**src/rtl/cte_pkg.sv**
```systemverilog
// Shared types and constants for the CTE arbiter: FSM states, owner tag, byte order.
package cte_pkg;

  typedef enum logic [1:0] {
    ST_IDLE = 2'd0,
    ST_PIX0 = 2'd1,
    ST_PIX1 = 2'd2
  } state_t;

  typedef logic owner_t;

  localparam logic [1:0] BYTE_U  = 2'd0;
  localparam logic [1:0] BYTE_Y0 = 2'd1;
  localparam logic [1:0] BYTE_V  = 2'd2;
  localparam logic [1:0] BYTE_Y1 = 2'd3;

  // Round-robin choice: on a tie the requester granted last time loses.
  function automatic owner_t rr_pick(input logic v0, input logic v1, input owner_t last);
    if (v0 && v1) return ~last;
    else if (v1)  return 1'b1;
    else          return 1'b0;
  endfunction

endpackage

```
**src/rtl/cte_arb_if.sv**
```systemverilog
// Requester, response and CTE-side signals of the arbiter; master is the arbiter view.
interface cte_arb_if;
  logic        req0_valid;
  logic [23:0] req0_rgb;
  logic        req0_ready;
  logic        req1_valid;
  logic [23:0] req1_rgb;
  logic        req1_ready;
  logic        rsp0_valid;
  logic [7:0]  rsp0_yuv;
  logic        rsp0_last;
  logic        rsp1_valid;
  logic [7:0]  rsp1_yuv;
  logic        rsp1_last;
  logic        cte_op_mode;
  logic        cte_in_en;
  logic [23:0] cte_rgb_in;
  logic        cte_busy;
  logic        cte_out_valid;
  logic [7:0]  cte_yuv_out;
  logic        err_orphan;

  modport master (
    input  req0_valid, req0_rgb, req1_valid, req1_rgb,
    input  cte_busy, cte_out_valid, cte_yuv_out,
    output req0_ready, req1_ready,
    output rsp0_valid, rsp0_yuv, rsp0_last,
    output rsp1_valid, rsp1_yuv, rsp1_last,
    output cte_op_mode, cte_in_en, cte_rgb_in, err_orphan
  );

  modport slave (
    output req0_valid, req0_rgb, req1_valid, req1_rgb,
    output cte_busy, cte_out_valid, cte_yuv_out,
    input  req0_ready, req1_ready,
    input  rsp0_valid, rsp0_yuv, rsp0_last,
    input  rsp1_valid, rsp1_yuv, rsp1_last,
    input  cte_op_mode, cte_in_en, cte_rgb_in, err_orphan
  );
endinterface

```
**src/rtl/cte_tag_fifo.sv**
```systemverilog
// Owner-tag FIFO: 1-bit entries, DEPTH deep (power of two), simultaneous push/pop allowed.
module cte_tag_fifo import cte_pkg::*; #(
  parameter int unsigned DEPTH = 4
) (
  input  logic   clk,
  input  logic   reset,
  input  logic   push,
  input  owner_t push_data,
  input  logic   pop,
  output owner_t pop_data,
  output logic   full,
  output logic   empty
);

  localparam int unsigned AW = $clog2(DEPTH);

  owner_t [DEPTH-1:0] mem;
  logic   [AW-1:0]    wr_ptr;
  logic   [AW-1:0]    rd_ptr;
  logic   [AW:0]      count;

  assign full     = (count == (AW+1)'(DEPTH));
  assign empty    = (count == '0);
  assign pop_data = mem[rd_ptr];

  always_ff @(posedge clk or posedge reset) begin
    if (reset) begin
      mem    <= '0;
      wr_ptr <= '0;
      rd_ptr <= '0;
      count  <= '0;
    end else begin
      if (push) begin
        mem[wr_ptr] <= push_data;
        wr_ptr      <= wr_ptr + AW'(1);
      end
      if (pop) rd_ptr <= rd_ptr + AW'(1);
      case ({push, pop})
        2'b10:   count <= count + (AW+1)'(1);
        2'b01:   count <= count - (AW+1)'(1);
        default: count <= count;
      endcase
    end
  end

endmodule

```
**src/rtl/cte_arb.sv**
```systemverilog
// Two-requester arbiter in front of the CTE colour engine; grants whole pixel pairs.
// Define CTE_ARB_PRIO_EN for fixed req0-over-req1 priority instead of round-robin.
module cte_arb import cte_pkg::*; #(
  parameter int unsigned TAG_DEPTH = 4
) (
  input  logic         clk,
  input  logic         reset,
  cte_arb_if.master    bus
);

  state_t state_q, state_d;
  owner_t owner_q, owner_d;
  owner_t last_q, last_d;
  owner_t grant_sel;
  owner_t head;
  logic [1:0] cnt_q;
  logic       err_q;
  logic       fifo_push, fifo_pop, fifo_full, fifo_empty;
  logic       own_valid, accept;
  logic [23:0] own_rgb;

  cte_tag_fifo #(.DEPTH(TAG_DEPTH)) u_tag_fifo (
    .clk       (clk),
    .reset     (reset),
    .push      (fifo_push),
    .push_data (grant_sel),
    .pop       (fifo_pop),
    .pop_data  (head),
    .full      (fifo_full),
    .empty     (fifo_empty)
  );

  always_comb begin
`ifdef CTE_ARB_PRIO_EN
    grant_sel = bus.req0_valid ? 1'b0 : 1'b1;
`else
    grant_sel = rr_pick(bus.req0_valid, bus.req1_valid, last_q);
`endif
  end

  assign own_valid = owner_q ? bus.req1_valid : bus.req0_valid;
  assign own_rgb   = owner_q ? bus.req1_rgb   : bus.req0_rgb;

  always_comb begin
    state_d        = state_q;
    owner_d        = owner_q;
    last_d         = last_q;
    fifo_push      = 1'b0;
    accept         = 1'b0;
    bus.req0_ready = 1'b0;
    bus.req1_ready = 1'b0;
    bus.cte_in_en  = 1'b0;
    bus.cte_rgb_in = '0;
    case (state_q)
      ST_IDLE: begin
        if (!fifo_full && (bus.req0_valid || bus.req1_valid)) begin
          owner_d   = grant_sel;
          last_d    = grant_sel;
          fifo_push = 1'b1;
          state_d   = ST_PIX0;
        end
      end
      ST_PIX0, ST_PIX1: begin
        bus.req0_ready = !owner_q && !bus.cte_busy;
        bus.req1_ready =  owner_q && !bus.cte_busy;
        accept         = own_valid && !bus.cte_busy;
        bus.cte_in_en  = accept;
        bus.cte_rgb_in = accept ? own_rgb : '0;
        if (accept) state_d = (state_q == ST_PIX0) ? ST_PIX1 : ST_IDLE;
      end
      default: state_d = ST_IDLE;
    endcase
  end

  // Response bytes bypass any register: they belong to the oldest outstanding pair.
  always_comb begin
    bus.rsp0_valid = 1'b0;
    bus.rsp0_yuv   = '0;
    bus.rsp0_last  = 1'b0;
    bus.rsp1_valid = 1'b0;
    bus.rsp1_yuv   = '0;
    bus.rsp1_last  = 1'b0;
    fifo_pop       = 1'b0;
    if (bus.cte_out_valid && !fifo_empty) begin
      fifo_pop = (cnt_q == BYTE_Y1);
      if (head) begin
        bus.rsp1_valid = 1'b1;
        bus.rsp1_yuv   = bus.cte_yuv_out;
        bus.rsp1_last  = (cnt_q == BYTE_Y1);
      end else begin
        bus.rsp0_valid = 1'b1;
        bus.rsp0_yuv   = bus.cte_yuv_out;
        bus.rsp0_last  = (cnt_q == BYTE_Y1);
      end
    end
  end

  always_ff @(posedge clk or posedge reset) begin
    if (reset) begin
      state_q <= ST_IDLE;
      owner_q <= 1'b0;
      last_q  <= 1'b1;
      cnt_q   <= BYTE_U;
      err_q   <= 1'b0;
    end else begin
      state_q <= state_d;
      owner_q <= owner_d;
      last_q  <= last_d;
      if (bus.cte_out_valid) begin
        if (fifo_empty) err_q <= 1'b1;
        else            cnt_q <= cnt_q + 2'd1;
      end
    end
  end

  assign bus.cte_op_mode = 1'b1;
  assign bus.err_orphan  = err_q;

endmodule

```
**src/flat_wrapper.sv**
```systemverilog
// flat-port wrapper written by rule: the top's interface ports become plain ports
module cte_arb_flat import cte_pkg::*;
#(
  parameter int unsigned TAG_DEPTH = 4
)
  (clk, reset, bus_req0_valid, bus_req0_rgb, bus_req1_valid, bus_req1_rgb, bus_cte_busy, bus_cte_out_valid, bus_cte_yuv_out, bus_req0_ready, bus_req1_ready, bus_rsp0_valid, bus_rsp0_yuv, bus_rsp0_last, bus_rsp1_valid, bus_rsp1_yuv, bus_rsp1_last, bus_cte_op_mode, bus_cte_in_en, bus_cte_rgb_in, bus_err_orphan);
  cte_arb_if bus_i ();
  input  logic clk;
  input  logic reset;
  input wire logic [$bits(bus_i.req0_valid)-1:0] bus_req0_valid;
  input wire logic [$bits(bus_i.req0_rgb)-1:0] bus_req0_rgb;
  input wire logic [$bits(bus_i.req1_valid)-1:0] bus_req1_valid;
  input wire logic [$bits(bus_i.req1_rgb)-1:0] bus_req1_rgb;
  input wire logic [$bits(bus_i.cte_busy)-1:0] bus_cte_busy;
  input wire logic [$bits(bus_i.cte_out_valid)-1:0] bus_cte_out_valid;
  input wire logic [$bits(bus_i.cte_yuv_out)-1:0] bus_cte_yuv_out;
  output wire logic [$bits(bus_i.req0_ready)-1:0] bus_req0_ready;
  output wire logic [$bits(bus_i.req1_ready)-1:0] bus_req1_ready;
  output wire logic [$bits(bus_i.rsp0_valid)-1:0] bus_rsp0_valid;
  output wire logic [$bits(bus_i.rsp0_yuv)-1:0] bus_rsp0_yuv;
  output wire logic [$bits(bus_i.rsp0_last)-1:0] bus_rsp0_last;
  output wire logic [$bits(bus_i.rsp1_valid)-1:0] bus_rsp1_valid;
  output wire logic [$bits(bus_i.rsp1_yuv)-1:0] bus_rsp1_yuv;
  output wire logic [$bits(bus_i.rsp1_last)-1:0] bus_rsp1_last;
  output wire logic [$bits(bus_i.cte_op_mode)-1:0] bus_cte_op_mode;
  output wire logic [$bits(bus_i.cte_in_en)-1:0] bus_cte_in_en;
  output wire logic [$bits(bus_i.cte_rgb_in)-1:0] bus_cte_rgb_in;
  output wire logic [$bits(bus_i.err_orphan)-1:0] bus_err_orphan;
  assign bus_i.req0_valid = bus_req0_valid;
  assign bus_i.req0_rgb = bus_req0_rgb;
  assign bus_i.req1_valid = bus_req1_valid;
  assign bus_i.req1_rgb = bus_req1_rgb;
  assign bus_i.cte_busy = bus_cte_busy;
  assign bus_i.cte_out_valid = bus_cte_out_valid;
  assign bus_i.cte_yuv_out = bus_cte_yuv_out;
  assign bus_req0_ready = bus_i.req0_ready;
  assign bus_req1_ready = bus_i.req1_ready;
  assign bus_rsp0_valid = bus_i.rsp0_valid;
  assign bus_rsp0_yuv = bus_i.rsp0_yuv;
  assign bus_rsp0_last = bus_i.rsp0_last;
  assign bus_rsp1_valid = bus_i.rsp1_valid;
  assign bus_rsp1_yuv = bus_i.rsp1_yuv;
  assign bus_rsp1_last = bus_i.rsp1_last;
  assign bus_cte_op_mode = bus_i.cte_op_mode;
  assign bus_cte_in_en = bus_i.cte_in_en;
  assign bus_cte_rgb_in = bus_i.cte_rgb_in;
  assign bus_err_orphan = bus_i.err_orphan;
  cte_arb #(.TAG_DEPTH(TAG_DEPTH)) u_core (.clk(clk), .reset(reset), .bus(bus_i));
endmodule
```
**config.mk**
```make
export PLATFORM = sky130hd
export DESIGN_NAME = cte_arb_flat
export DESIGN_NICKNAME = d
export VERILOG_FILES = /design/src/rtl/cte_pkg.sv /design/src/rtl/cte_arb_if.sv /design/src/rtl/cte_tag_fifo.sv /design/src/rtl/cte_arb.sv /design/src/flat_wrapper.sv
export SDC_FILE = /design/constraint.sdc
export NUM_CORES = 1
export LEC_CHECK = 0
export CORE_AREA = 2 2 69 84
export DETAILED_ROUTE_END_ITERATION = 10
export DIE_AREA = 0 0 71 86
export PLACE_DENSITY = 0.82
export REMOVE_ABC_BUFFERS = 1
export SYNTH_ARGS = -nofsm -noshare
export SYNTH_HDL_FRONTEND = slang
export SYNTH_SLANG_ARGS = --single-unit
```
**constraint.sdc**
```tcl
create_clock -name clk -period 2.1 [get_ports clk]
set_clock_uncertainty 0.05 [all_clocks]
set_input_delay 0.42 -clock clk [delete_from_list [all_inputs] [get_ports clk]]
set_output_delay 0.42 -clock clk [all_outputs]
set_load 0.01 [all_outputs]
```
==> After elaboration in Yosys (flattened, before gate mapping) <==
Index checks and enable logic that the tools add are counted.
{ "word_totals": {"regBits": 18, "inputBits": 62, "output_inout_bits": 49, "wordCells": 81} }
{ "op_classes": {"addsub": 5, "n_lt_le_gt_ge": 3, "eq_ne": 8, "n_mux": 34, "bitwise": 2, "n_reduce_logical": 20} }
{ "op_table": {"columns": ["cell", "n"], "rows": [
  ["24-bit two-way mux", 3],
  ["8-bit two-way mux", 4],
  ["1-bit two-way mux", 19],
  ["2-bit AND reduction", 4],
  ["1-bit logical AND", 7],
  ["2-bit by 1-bit adder with 2-bit output, second input constant", 3],
  ["2-bit == test, second input constant", 3],
  ["2-bit by 3-bit less-than comparator with 1-bit output, second input constant", 2],
  ["2-bit two-way mux", 3],
  ["3-bit one-hot mux with 2 select lines", 1],
  ["4-bit bitwise mux", 1],
  ["2-bit by 1-bit == test with 1-bit output, second input constant", 2],
  ["1-bit zero test", 4],
  ["2-bit by 1-bit != test with 1-bit output, second input constant", 2],
  ["2-bit one-hot mux with 2 select lines", 1],
  ["3-bit by 1-bit adder with 3-bit output, second input constant", 1],
  ["3-bit == test, second input constant", 1],
  ["3-bit zero test", 1],
  ["3-bit by 1-bit subtractor with 3-bit output, second input constant", 1],
  ["1-bit binary-select mux with 2-bit select", 1],
  ["1-bit demux with 2-bit select", 1],
  ["2-bit by 1-bit >= comparator with 1-bit output, second input constant", 1],
  ["2-bit zero test", 1],
  ["1-bit inverter", 2],
  ["3 further kinds", 3]
]} }

==> Logic depth before layout (Yosys ltp) <==
{ "logic_depth": {"depth_word": 7, "ltp_mapped": 12, "ltp_nobuf": 11} }

==> By module <==
A second synthesis with hierarchy kept.
{ "hier_totals": {"cells_unflattened": 162, "area_unflattened_um2": 1491.4} }
{ "modules_own_cells": {"columns": ["module", "instances", "cells_each", "area_each_um2", "seq_area_each_um2"], "rows": [
  ["cte_arb", 1, 115, 927.1, 176.4],
  ["cte_tag_fifo", 1, 47, 564.3, 275.3]
]} }

==> Worst setup path after synthesis <==
Ideal clock, no wire load.
{ "synth_path": {"kind": "register -> register", "startpoint": "register u_core.u_tag_fifo.count[0]", "endpoint": "register u_core.u_tag_fifo.count[2]", "setup_ns": 0.079, "arrival_time_ns": 2.166, "path_slack_ns": -0.195, "path_stages_with_launch": 12, "period_less_slack_ns": 2.295, "path_cell_list": "dfrtp_1 > or3b_1 > buf_6 > and2_4 > buf_6 > inv_1 > ha_1 > inv_1 > fa_1 > xor2_1 > nor2_1 > xor2_1"} }
{ "synth_between": {"elab_chain_cells": 7} }
{ "synth_lines": {"columns": ["item", "line", "source"], "rows": [
  ["start: declaration", "cte_tag_fifo.sv:20", "logic [AW:0] count;"],
  ["start signal: assignment", "cte_tag_fifo.sv:39", "2'b10: count <= count + (AW+1)'(1);"],
  ["start signal: assignment", "cte_tag_fifo.sv:40", "2'b01: count <= count - (AW+1)'(1);"],
  ["start signal: assignment", "cte_tag_fifo.sv:41", "default: count <= count;"],
  ["3-bit == test", "cte_tag_fifo.sv:22", "assign full = (count == (AW+1)'(DEPTH));"],
  ["1-bit zero test", "cte_arb.sv:56", "if (!fifo_full && (bus.req0_valid || bus.req1_valid)) begin"],
  ["1-bit logical AND", "cte_arb.sv:56", null],
  ["1-bit two-way mux", "cte_arb.sv:56", null],
  ["1-bit two-way mux", "cte_arb.sv:54", "case (state_q)"],
  ["2-bit by 1-bit == test with 1-bit output or 2-bit == test (tied branches)", "cte_tag_fifo.sv:38", "case ({push, pop})"],
  ["3-bit one-hot mux with 2 select lines or 2-bit nonzero test (tied branches)", null, null]
]} }
Several ways; a longest one is shown, not always the timed one.
A chain may end at the register's enable or synchronous reset.

==> Worst setup path after layout <==
{ "layout_path": {"startpoint": "register u_core.u_tag_fifo.rd_ptr[0]", "endpoint": "output port bus_rsp1_yuv[4]"} }
{ "layout_between": {"elab_chain_cells": 4} }
{ "layout_lines": {"columns": ["item", "line", "source"], "rows": [
  ["start: declaration", "cte_tag_fifo.sv:19", "logic [AW-1:0] rd_ptr;"],
  ["start signal: assignment", "cte_tag_fifo.sv:37", "if (pop) rd_ptr <= rd_ptr + AW'(1);"],
  ["1-bit binary-select mux with 2-bit select", "cte_tag_fifo.sv:24", "assign pop_data = mem[rd_ptr];"],
  ["1-bit two-way mux (not written as such)", "cte_tag_fifo.sv:24", null],
  ["8-bit two-way mux", "cte_arb.sv:86", "if (head) begin"],
  ["8-bit two-way mux", "cte_arb.sv:84", "if (bus.cte_out_valid && !fifo_empty) begin"],
  ["end: declaration", "flat_wrapper.sv:23", "output wire logic [$bits(bus_i.rsp1_yuv)-1:0] bus_rsp1_yuv;"]
]} }
No other way between the ends. The select of a mux whose other input is x is not followed.

==> qor.csv <==
metric;value;unit
outcome;finished, violations left;
failing checks;negative setup slack;
Post-synth EDFFs;0;
Mapped Cells;175;
Area contributors post-synth;dfrtp_1 (28%), mux2i_1 (17%), nor2_1 (8.3%);
Post-synth top cells;nor2_1 (34), mux2i_1 (26), dfrtp_1 (17), inv_1 (13);
FF-to-FF path depth;9;
f_max;451;MHz
minimum clock period;2.22;ns
Clk Latency, worst-skew pair;0.24;ns
Wirelength per Cell;14.2;µm
ys flop type;dfrtp_1;
FF/Latch Area;453;µm²
Multi-input gate area;1200;µm²
Synth Cell Area;1550;µm²
chip height;86;µm
Congestion Overflow GR;0;
IO Pins;111;
count leader, synth;nor2_1;
IO buf count;109;
FF-to-FF setup slack;0.06;ns
largest net degree at the start of global routing;19;
layout cells sized above 1;0.431;
CP endpoint;bus_rsp1_yuv[4];
Fin. Hold Viols;0;
Worst R2R End;u_core.u_tag_fifo.count[2];
Leak Pwr;1.54;nW
CTS Hold Bufs;0;
setup ws final;-0.120;ns
Clock Path Buffers;2;
antenna cell count;0;
vias post-DR;1811;
data arrival time of the critical path;1.75;ns
CTS tree;yes;
#FFs+latches synth;18;
Post-synth ARST share;1.00;
Design Area, Final;3190;µm²
WP depth;5;
slowest stage delay, CP;0.54;ns
Starting Density;0.294;
Hold Path Class;reg2reg;
Synth top area share;0.275;
final WL;5410;µm
cell breakdown of the critical path;buf_4 > mux4_2 > buf_6 > and3_4 > buf_6;
H-tree depth;1;
worst vdd ir;0.738;mV
RSZ-0062 raised after global routing;yes;
clock-pin slew on the worst setup and hold paths;0.06;ns
Final period util;1.06;
Global Route Usage Sum;0.166;
delay-heaviest family, CP;multiplexers;
Slew Viols, Final;0;
row count;29;
Hold Worst Slack;0.407;ns
worst path buffer plus inverter count;3;
R2R Path Start;u_core.u_tag_fifo.count[0];
Worst Setup SP;u_core.u_tag_fifo.rd_ptr[0];
Routed Antenna Nets;0;
CTS buffer count;3;
Layout area overhead;107;%
initial antenna violation count;0;
violation count after the first detailed-route iteration;29;
library cells used by synthesis;37;
vias in the first global route;1852;
Startpoint Class;register;
CP max FO;4;
slowest CP cell;mux4_2;
Synth area leader;dfrtp_1;
Required @ worst endpoint;1.63;ns
nets@finish;390;
Layout Utilization;0.607;
CTS sink cnt;18;
critical path endpoint category;primary output;
GPL Wtd Cong;0.792;
Die ar.;6110;µm²
final setup violation count;13;
warnings from Yosys;0;
core area;5260;µm²
post-synthesis sequential area ratio;0.292;
Sum Neg Setup Slack;-0.624;ns
syn avg cell area;8.84;µm²
post-placement cell area;2840;µm²
CP dominant cell by count;buf_6;
Initial DRT Pass Iterations;4;
Root Buffer;clkbuf_8;
first-pass GRT wire length;8460;µm
# DRC;0;
die width;71;µm
critical path class;reg2out;
PwrDens;1290;nW/µm²
post-DP HPWL;3710;µm
max_cap viols;0;
fillcell total;446;
DR vias/cell;4.77;
==> what timing repair did <==
action,in CTS,in global routing
setup endpoints to repair,49,39
pin swaps,11,14
resized for setup,174,73
setup buffers,14,2
gates cloned,5,1
==> metrics by stage <==
stage	cells	worst slack [ns]	total power, mW
6_report	380	-0.120	4.13
5_1_grt	380	-0.178	4.43
4_1_cts	378	-0.126	3.82
3_5_place_dp	355	-0.532	2.98
3_3_place_gp	355	-0.486	2.91
2_1_floorplan	163	-0.568	1.91
==> final cells by class <==
type / count / area share
repair buffers: 148 / 0.426
multi-input cells: 135 / 0.375
flip-flops and latches: 18 / 0.142
well taps: 62 / 0.0243
clock buffers: 4 / 0.0172
inverters: 13 / 0.0161
==> state kept, by name, indices dropped and copies added (netlist names) <==
signal	count
u_core.bus.err_orphan	1
u_core.owner_q	1
u_core.state_q	2
u_core.u_tag_fifo.mem	4
u_core.last_q	1
u_core.u_tag_fifo.rd_ptr	2
u_core.u_tag_fifo.wr_ptr	2
u_core.cnt_q	2
u_core.u_tag_fifo.count	3
==> logic make-up after synthesis <==
| kind of cell | count (synthesis) | share of synthesized area |
|---|---|---|
| flip-flops | 18 | 0.292 |
| other | 1 | 0.00242 |
| adder cells (fa/ha/maj) | 9 | 0.0777 |
| XOR/XNOR | 7 | 0.0396 |
| multiplexers | 36 | 0.256 |
| AO/OA/AOI/OAI | 12 | 0.0591 |
| buffers and inverters | 25 | 0.0752 |
| AND/OR/NAND/NOR | 67 | 0.198 |
==> how the worst min path moves through the flow <==
stage,startpoint,endpoint,slack [ns],cells past startpoint
2_1_floorplan,reset,u_core.bus.err_orphan,0.31,1
6_report,u_core.bus.err_orphan,u_core.bus.err_orphan,0.41,1
5_1_grt,u_core.bus.err_orphan,u_core.bus.err_orphan,0.44,1
3_3_place_gp,u_core.bus.err_orphan,u_core.bus.err_orphan,0.39,1
4_1_cts,u_core.bus.err_orphan,u_core.bus.err_orphan,0.42,1
3_5_place_dp,u_core.bus.err_orphan,u_core.bus.err_orphan,0.40,1
==> power by group <==
part | leakage (nW) | switching (mW) | internal (mW) | total [mW]
logic | 1.30 | 1.32 | 1.83 | 3.15
registers | 0.211 | 0.168 | 0.540 | 0.708
clock network | 0.0288 | 0.105 | 0.166 | 0.271
==> routing by layer <==
layer  global-route usage  up-vias  share of wire
met5                    0        -              0
met4               0.0377        0          0.018
met3               0.0306       10          0.074
met2                0.326       69           0.54
met1                0.182      848           0.36
li1                     -      884              -
==> worst register-to-register path, cell delays in order (launching register included) <==
cell	delay [ns]
dfrtp_1	0.40
or3b_1	0.41
and2_4	0.17
inv_4	0.05
ha_4	0.13
inv_2	0.03
fa_2	0.32
xor2_1	0.14
nor2_1	0.11
xor2_1	0.15
==> cells in the final DEF, fill, tap and decap left out, types with 2 or more instances in the layout <==
| master | count |
|---|---|
| nor2_4 | 7 |
| and3_4 | 6 |
| buf_4 | 22 |
| mux2_2 | 5 |
| mux2i_1 | 26 |
| ha_4 | 2 |
| a21oi_1 | 2 |
| buf_12 | 3 |
| inv_2 | 4 |
| dfrtp_1 | 16 |
| clkbuf_8 | 4 |
| and2_4 | 2 |
| clkbuf_2 | 13 |
| xnor2_1 | 4 |
| ha_1 | 6 |
| buf_6 | 26 |
| and3_1 | 4 |
| a211oi_1 | 2 |
| nand2_1 | 9 |
| nor2_2 | 5 |
| inv_1 | 8 |
| dlygate4sd2_1 | 5 |
| mux2_4 | 4 |
| clkdlybuf4s50_1 | 59 |
| buf_2 | 18 |
| mux4_2 | 4 |
| nand3_1 | 5 |
| xor2_1 | 3 |
| nor2_1 | 22 |
(Power assumes the default switching activity.)
